### src/rtl/data_mem_arbiter.sv
// ============================================================================
// data_mem_arbiter
// Shares the single-port data memory between the CPU datapath and a host port.
// Optional: define ARB_STATS_EN to add host_grants / forced_grants counters.
// Revision: 1.0 - initial release
// ============================================================================
`default_nettype none

module data_mem_arbiter #(
  parameter int ADDR_W   = 6,
  parameter int DATA_W   = 8,
  parameter int MAX_WAIT = 4
) (
  input  logic              clk,
  input  logic              reset,
  input  logic              cpu_mem_read,
  input  logic              cpu_mem_write,
  input  logic [ADDR_W-1:0] cpu_addr,
  input  logic [DATA_W-1:0] cpu_wdata,
  output logic [DATA_W-1:0] cpu_rdata,
  output logic              cpu_stall,
  input  logic              host_req,
  input  logic              host_we,
  input  logic [ADDR_W-1:0] host_addr,
  input  logic [DATA_W-1:0] host_wdata,
  output logic              host_ack,
  output logic [DATA_W-1:0] host_rdata,
`ifdef ARB_STATS_EN
  output logic [15:0]       host_grants,
  output logic [15:0]       forced_grants,
`endif
  output logic              mem_read,
  output logic              mem_write,
  output logic [ADDR_W-1:0] mem_addr,
  output logic [DATA_W-1:0] mem_wdata,
  input  logic [DATA_W-1:0] mem_rdata
);

  localparam int CNT_W = (MAX_WAIT < 1) ? 1 : $clog2(MAX_WAIT + 1);
  localparam logic [CNT_W-1:0] MAX_CNT = CNT_W'(MAX_WAIT);

  typedef enum logic [1:0] {
    OWN_CPU      = 2'd0,
    HOST_ISSUE   = 2'd1,
    HOST_CAPTURE = 2'd2
  } state_t;

  state_t              state_q, state_d;
  logic [CNT_W-1:0]    wait_cnt_q, wait_cnt_d;
  logic                host_ack_q, host_ack_d;
  logic [DATA_W-1:0]   host_rdata_q, host_rdata_d;
  logic                cpu_busy;
  logic                wait_at_max;

  assign cpu_busy    = cpu_mem_read | cpu_mem_write;
  assign wait_at_max = (wait_cnt_q == MAX_CNT);

  always_ff @(posedge clk or negedge reset) begin
    if (!reset) begin
      state_q      <= OWN_CPU;
      wait_cnt_q   <= '0;
      host_ack_q   <= 1'b0;
      host_rdata_q <= '0;
    end else begin
      state_q      <= state_d;
      wait_cnt_q   <= wait_cnt_d;
      host_ack_q   <= host_ack_d;
      host_rdata_q <= host_rdata_d;
    end
  end

  always_comb begin
    state_d      = state_q;
    wait_cnt_d   = wait_cnt_q;
    host_ack_d   = 1'b0;
    host_rdata_d = host_rdata_q;
    mem_read     = cpu_mem_read;
    mem_write    = cpu_mem_write;
    mem_addr     = cpu_addr;
    mem_wdata    = cpu_wdata;
    cpu_stall    = 1'b0;

    case (state_q)
      OWN_CPU: begin
        // host_ack_q blocks a re-grant of the request being acknowledged
        if (host_req && !host_ack_q && (!cpu_busy || wait_at_max)) begin
          state_d = HOST_ISSUE;
        end else if (host_req && cpu_busy) begin
          if (!wait_at_max) begin
            wait_cnt_d = wait_cnt_q + 1'b1;
          end
        end else if (!host_req) begin
          wait_cnt_d = '0;
        end
      end
      HOST_ISSUE: begin
        mem_addr   = host_addr;
        mem_wdata  = host_wdata;
        mem_write  = host_we;
        mem_read   = !host_we;
        cpu_stall  = 1'b1;
        wait_cnt_d = '0;
        if (host_we) begin
          state_d    = OWN_CPU;
          host_ack_d = 1'b1;
        end else begin
          state_d = HOST_CAPTURE;
        end
      end
      HOST_CAPTURE: begin
        mem_read     = 1'b0;
        mem_write    = 1'b0;
        cpu_stall    = 1'b1;
        host_rdata_d = mem_rdata;
        host_ack_d   = 1'b1;
        state_d      = OWN_CPU;
      end
      default: begin
        state_d = OWN_CPU;
      end
    endcase
  end

  assign cpu_rdata  = mem_rdata;
  assign host_ack   = host_ack_q;
  assign host_rdata = host_rdata_q;

`ifdef ARB_STATS_EN
  logic [15:0] host_grants_q, host_grants_d;
  logic [15:0] forced_grants_q, forced_grants_d;
  logic        forced_grant;

  assign forced_grant = (state_q == OWN_CPU) && host_req && !host_ack_q && wait_at_max;

  always_comb begin
    host_grants_d   = host_grants_q;
    forced_grants_d = forced_grants_q;
    if (host_ack_q && (host_grants_q != 16'hFFFF)) begin
      host_grants_d = host_grants_q + 16'd1;
    end
    if (forced_grant && (forced_grants_q != 16'hFFFF)) begin
      forced_grants_d = forced_grants_q + 16'd1;
    end
  end

  always_ff @(posedge clk or negedge reset) begin
    if (!reset) begin
      host_grants_q   <= '0;
      forced_grants_q <= '0;
    end else begin
      host_grants_q   <= host_grants_d;
      forced_grants_q <= forced_grants_d;
    end
  end

  assign host_grants   = host_grants_q;
  assign forced_grants = forced_grants_q;
`endif

endmodule

`default_nettype wire
### config.mk
export PLATFORM = sky130hd
export DESIGN_NAME = data_mem_arbiter
export DESIGN_NICKNAME = d
export VERILOG_FILES = /design/src/rtl/data_mem_arbiter.sv
export SDC_FILE = /design/constraint.sdc
export NUM_CORES = 1
export LEC_CHECK = 0
export ABC_AREA = 1
export CAP_MARGIN = 40
export CELL_PAD_IN_SITES_DETAIL_PLACEMENT = 1
export CELL_PAD_IN_SITES_GLOBAL_PLACEMENT = 1
export CORE_MARGIN = 1
export CORE_UTILIZATION = 23
export DETAILED_ROUTE_END_ITERATION = 7
export PLACE_DENSITY = 0.86
export SETUP_SLACK_MARGIN = 0.4
export SLEW_MARGIN = 10
export SYNTH_ARGS = -nofsm -noshare
export SYNTH_HDL_FRONTEND = slang
export SYNTH_SLANG_ARGS = --single-unit
### constraint.sdc
create_clock -name clk -period 3.39 [get_ports clk]
set_clock_uncertainty 0.1 [all_clocks]
set_input_delay 0.5085 -clock clk [delete_from_list [all_inputs] [get_ports clk]]
set_output_delay 0.5085 -clock clk [all_outputs]
set_load 0.005 [all_outputs]
==> run metrics <==
status finished clean; FF+latch area 350 um^2; CTS Root Cell clkbuf_8; number of setup buffers added after CTS 0; Die Ht 67.1 um; diodes inserted 0; DR vias/cell 4.26; Remaining DRCs 0; share of cells above drive strength 1 9.05%; Final ANT Viol Nets 0; core box area 4030 um^2; hold_buf cts 0; vias in the first global route 1069; critical path, cell by cell inv_1 > ha_1 > inv_4 > nor2_1 > nand2_1 > o21ai_1 > clkdlybuf4s50_1; Buf+Inv Stages, Crit Path 3; wire length per cell 11.6 um; Skew-Pair Late Insertion Delay 0.24 ns; total track usage 13.5%; slowest cell delay on critical path 0.51 ns; Final Hold Viols 0; max cap viols 0; synthesized area per cell 7.37 um^2; sequential share of the synthesized area 36.0%; Mapped Nets 179; fin nets 248; slew of the pin with the lowest slew margin 0.645 ns; largest family of logic cells by synthesized area simple AND/OR/NAND/NOR gates; Worst Setup SP state_q[1]; RSZ-0062 raised after global routing no; dpl cell area 1700 um^2; crit path kind reg -> out; HP Class reg -> reg; gpl congestion 0.721; sw frac 35.4%; clk sinks 14; Adder-Cell Fraction of Synth Area 6.43%; gr ovfl total 0; Multi-input gate area 480 um^2; post-synthesis compound-gate area fraction 1.54%; CTS clk-pin slew, worst paths 0.06 ns; IO Count 76; clock buffer depth 2; via count 1060; Synth Instances 132; Yosys top cell by area dfrtp_1; Seq pwr share 24.4%; drt pass-1 iters 3; pin count of the biggest net entering global routing 17; Area Overhead vs Synth 79.2%; Detailed Route WL 2.89 mm; CTS buffer count 3; CP endpoint kind output port; setup violators final 0; Final Instance Count excl. Fillers 249; first-pass GRT wire length 4.62 mm; DR iter-0 viols 10; synth warn 0; synthesized area 973 um^2; Clk pwr share 11.7%; highest clock rate 384 MHz; Seq cells post-synth 14; post-route cell area 1740 um^2; xor and xnor area share after synthesis 0%; min-delay src host_rdata[5]; number of gates resized after CTS 0; Sw Pwr 413 uW; final max-slew violation count 0; relative slew slack 56.9%; Area contributors post-synth dfrtp_1 36%, nand2_1 24%, mux2_2 9.3%, buf_4 7.7%, ha_1 6.4%; Die ar. 4500 um^2; Final min period 2.61 ns; CP Max Fanout 16; initial core utilization 24.2%; multiplexer share of the synthesized area 9.25%; dpl hpwl 2.42 mm; Placed Instances 246; worst endpoint data arrival time 2.00 ns; initial antenna violation count 0; CP delay by family, top buffers and inverters; Fin Setup TNS 0 ns; Leak Pwr 0.000825 uW; VDD IR-drop max 0.378 mV; hold slack 0.405 ns; Reg2Reg Launch Point state_q[1]; share of the synthesized area in the top cell type 36.0%; PwrDens 669 nW/um^2; CP Launch Type flop; FF-to-FF setup slack 1.82 ns; synth unique cells 16; CTS tree yes; Layout fillers 506; die width 67.1 um; Core Rows 23; Post-Synth Simple-Gate Area 32.1%; buffers added on ports 75; fin crit share 76.9%; Comb pwr share 63.9%; Slowest-stage cell, CP clkdlybuf4s50_1; WP data required 2.78 ns; Int Pwr 754 uW; H-tree levels 1
-- cell usage after synthesis, drive strengths merged --
| cell type | count |
|---|---|
| buf | 12 |
| ha | 5 |
| nand3 | 5 |
| dfrtp | 14 |
| nand2 | 66 |
| mux2 | 8 |
| a21oi | 1 |
| inv | 13 |
| o21ai | 2 |
| nor2 | 6 |
-- final cells by class --
type | count | area share (%)
clock buffers | 3 | 2.37
inverters | 13 | 2.94
multi-input cells | 93 | 27.5
flip-flops and latches | 14 | 20.1
well taps | 50 | 3.59
repair buffers | 76 | 43.5
-- metal layers --
layer / GRT usage, % / routed length (um) / vias up
met5: 0 / 0 / -
li1: - / - / 524
met4: 3.19 / 21 / 0
met1: 15.4 / 1140 / 477
met2: 24.1 / 1370 / 56
met3: 3.94 / 365 / 3
-- worst register-to-register path, cell delays in order, from the launching register on --
cell and delay (ns):
dfrtp_1 0.39, inv_1 0.10, ha_1 0.33, buf_4 0.26, nor2_4 0.05, nand2_2 0.07, nor2_1 0.04, nand3_1 0.06
nand2_1 0.06
-- through the flow --
step	power [uW]	setup WS [ns]	utilization, %
global route	1290	0.633	43.3
CTS	1190	0.763	43.3
global placement	1020	1.07	42.3
finish	1170	0.783	43.3
detailed placement	1050	1.03	42.3
floorplan	654	1.75	-
-- placed cells by master (no fill, tap or decap), drive strengths merged --
| master | instances |
|---|---|
| a21oi | 1 |
| buf | 1 |
| clkbuf | 3 |
| clkdlybuf4s50 | 75 |
| dfrtp | 14 |
| ha | 5 |
| inv | 13 |
| mux2 | 8 |
| nand2 | 66 |
| nand3 | 5 |
| nor2 | 6 |
| o21ai | 2 |
-- worst paths after layout --
| path | cells after the start | endpoint |
|---|---|---|
| min in group asynchronous | 1 | host_rdata[4] |
| max in group asynchronous | 1 | wait_cnt_q[2] |
| setup / recovery | 7 | mem_read |
| hold reg to reg | 1 | host_rdata[5] |
| hold / removal | 1 | host_rdata[5] |
| setup reg to reg | 8 | wait_cnt_q[0] |
-- power by group through the flow --
stage,Sequential [uW],Clock (uW),Combinational (uW)
after global routing,298,153,835
after floorplan,288,0,366
after global placement,284,0,740
after CTS,286,144,764
after detailed placement,289,0,761
final,285,136,747
-- flip-flops by register name, indices dropped and copies added, names as in the netlist --
| name | cells |
|---|---|
| host_rdata | 8 |
| wait_cnt_q | 3 |
| state_q | 2 |
| host_ack | 1 |
-- cell families (layout without fill, tap and decap cells) --
| kind of cell | count (synthesis) | count (layout) |
|---|---|---|
| compound gates | 3 | 3 |
| mux | 8 | 8 |
| flops | 14 | 14 |
| fa+ha+maj | 5 | 5 |
| simple gates | 77 | 77 |
| buf+inv | 25 | 92 |
Note: power is estimated with default switching activity, not from simulation.
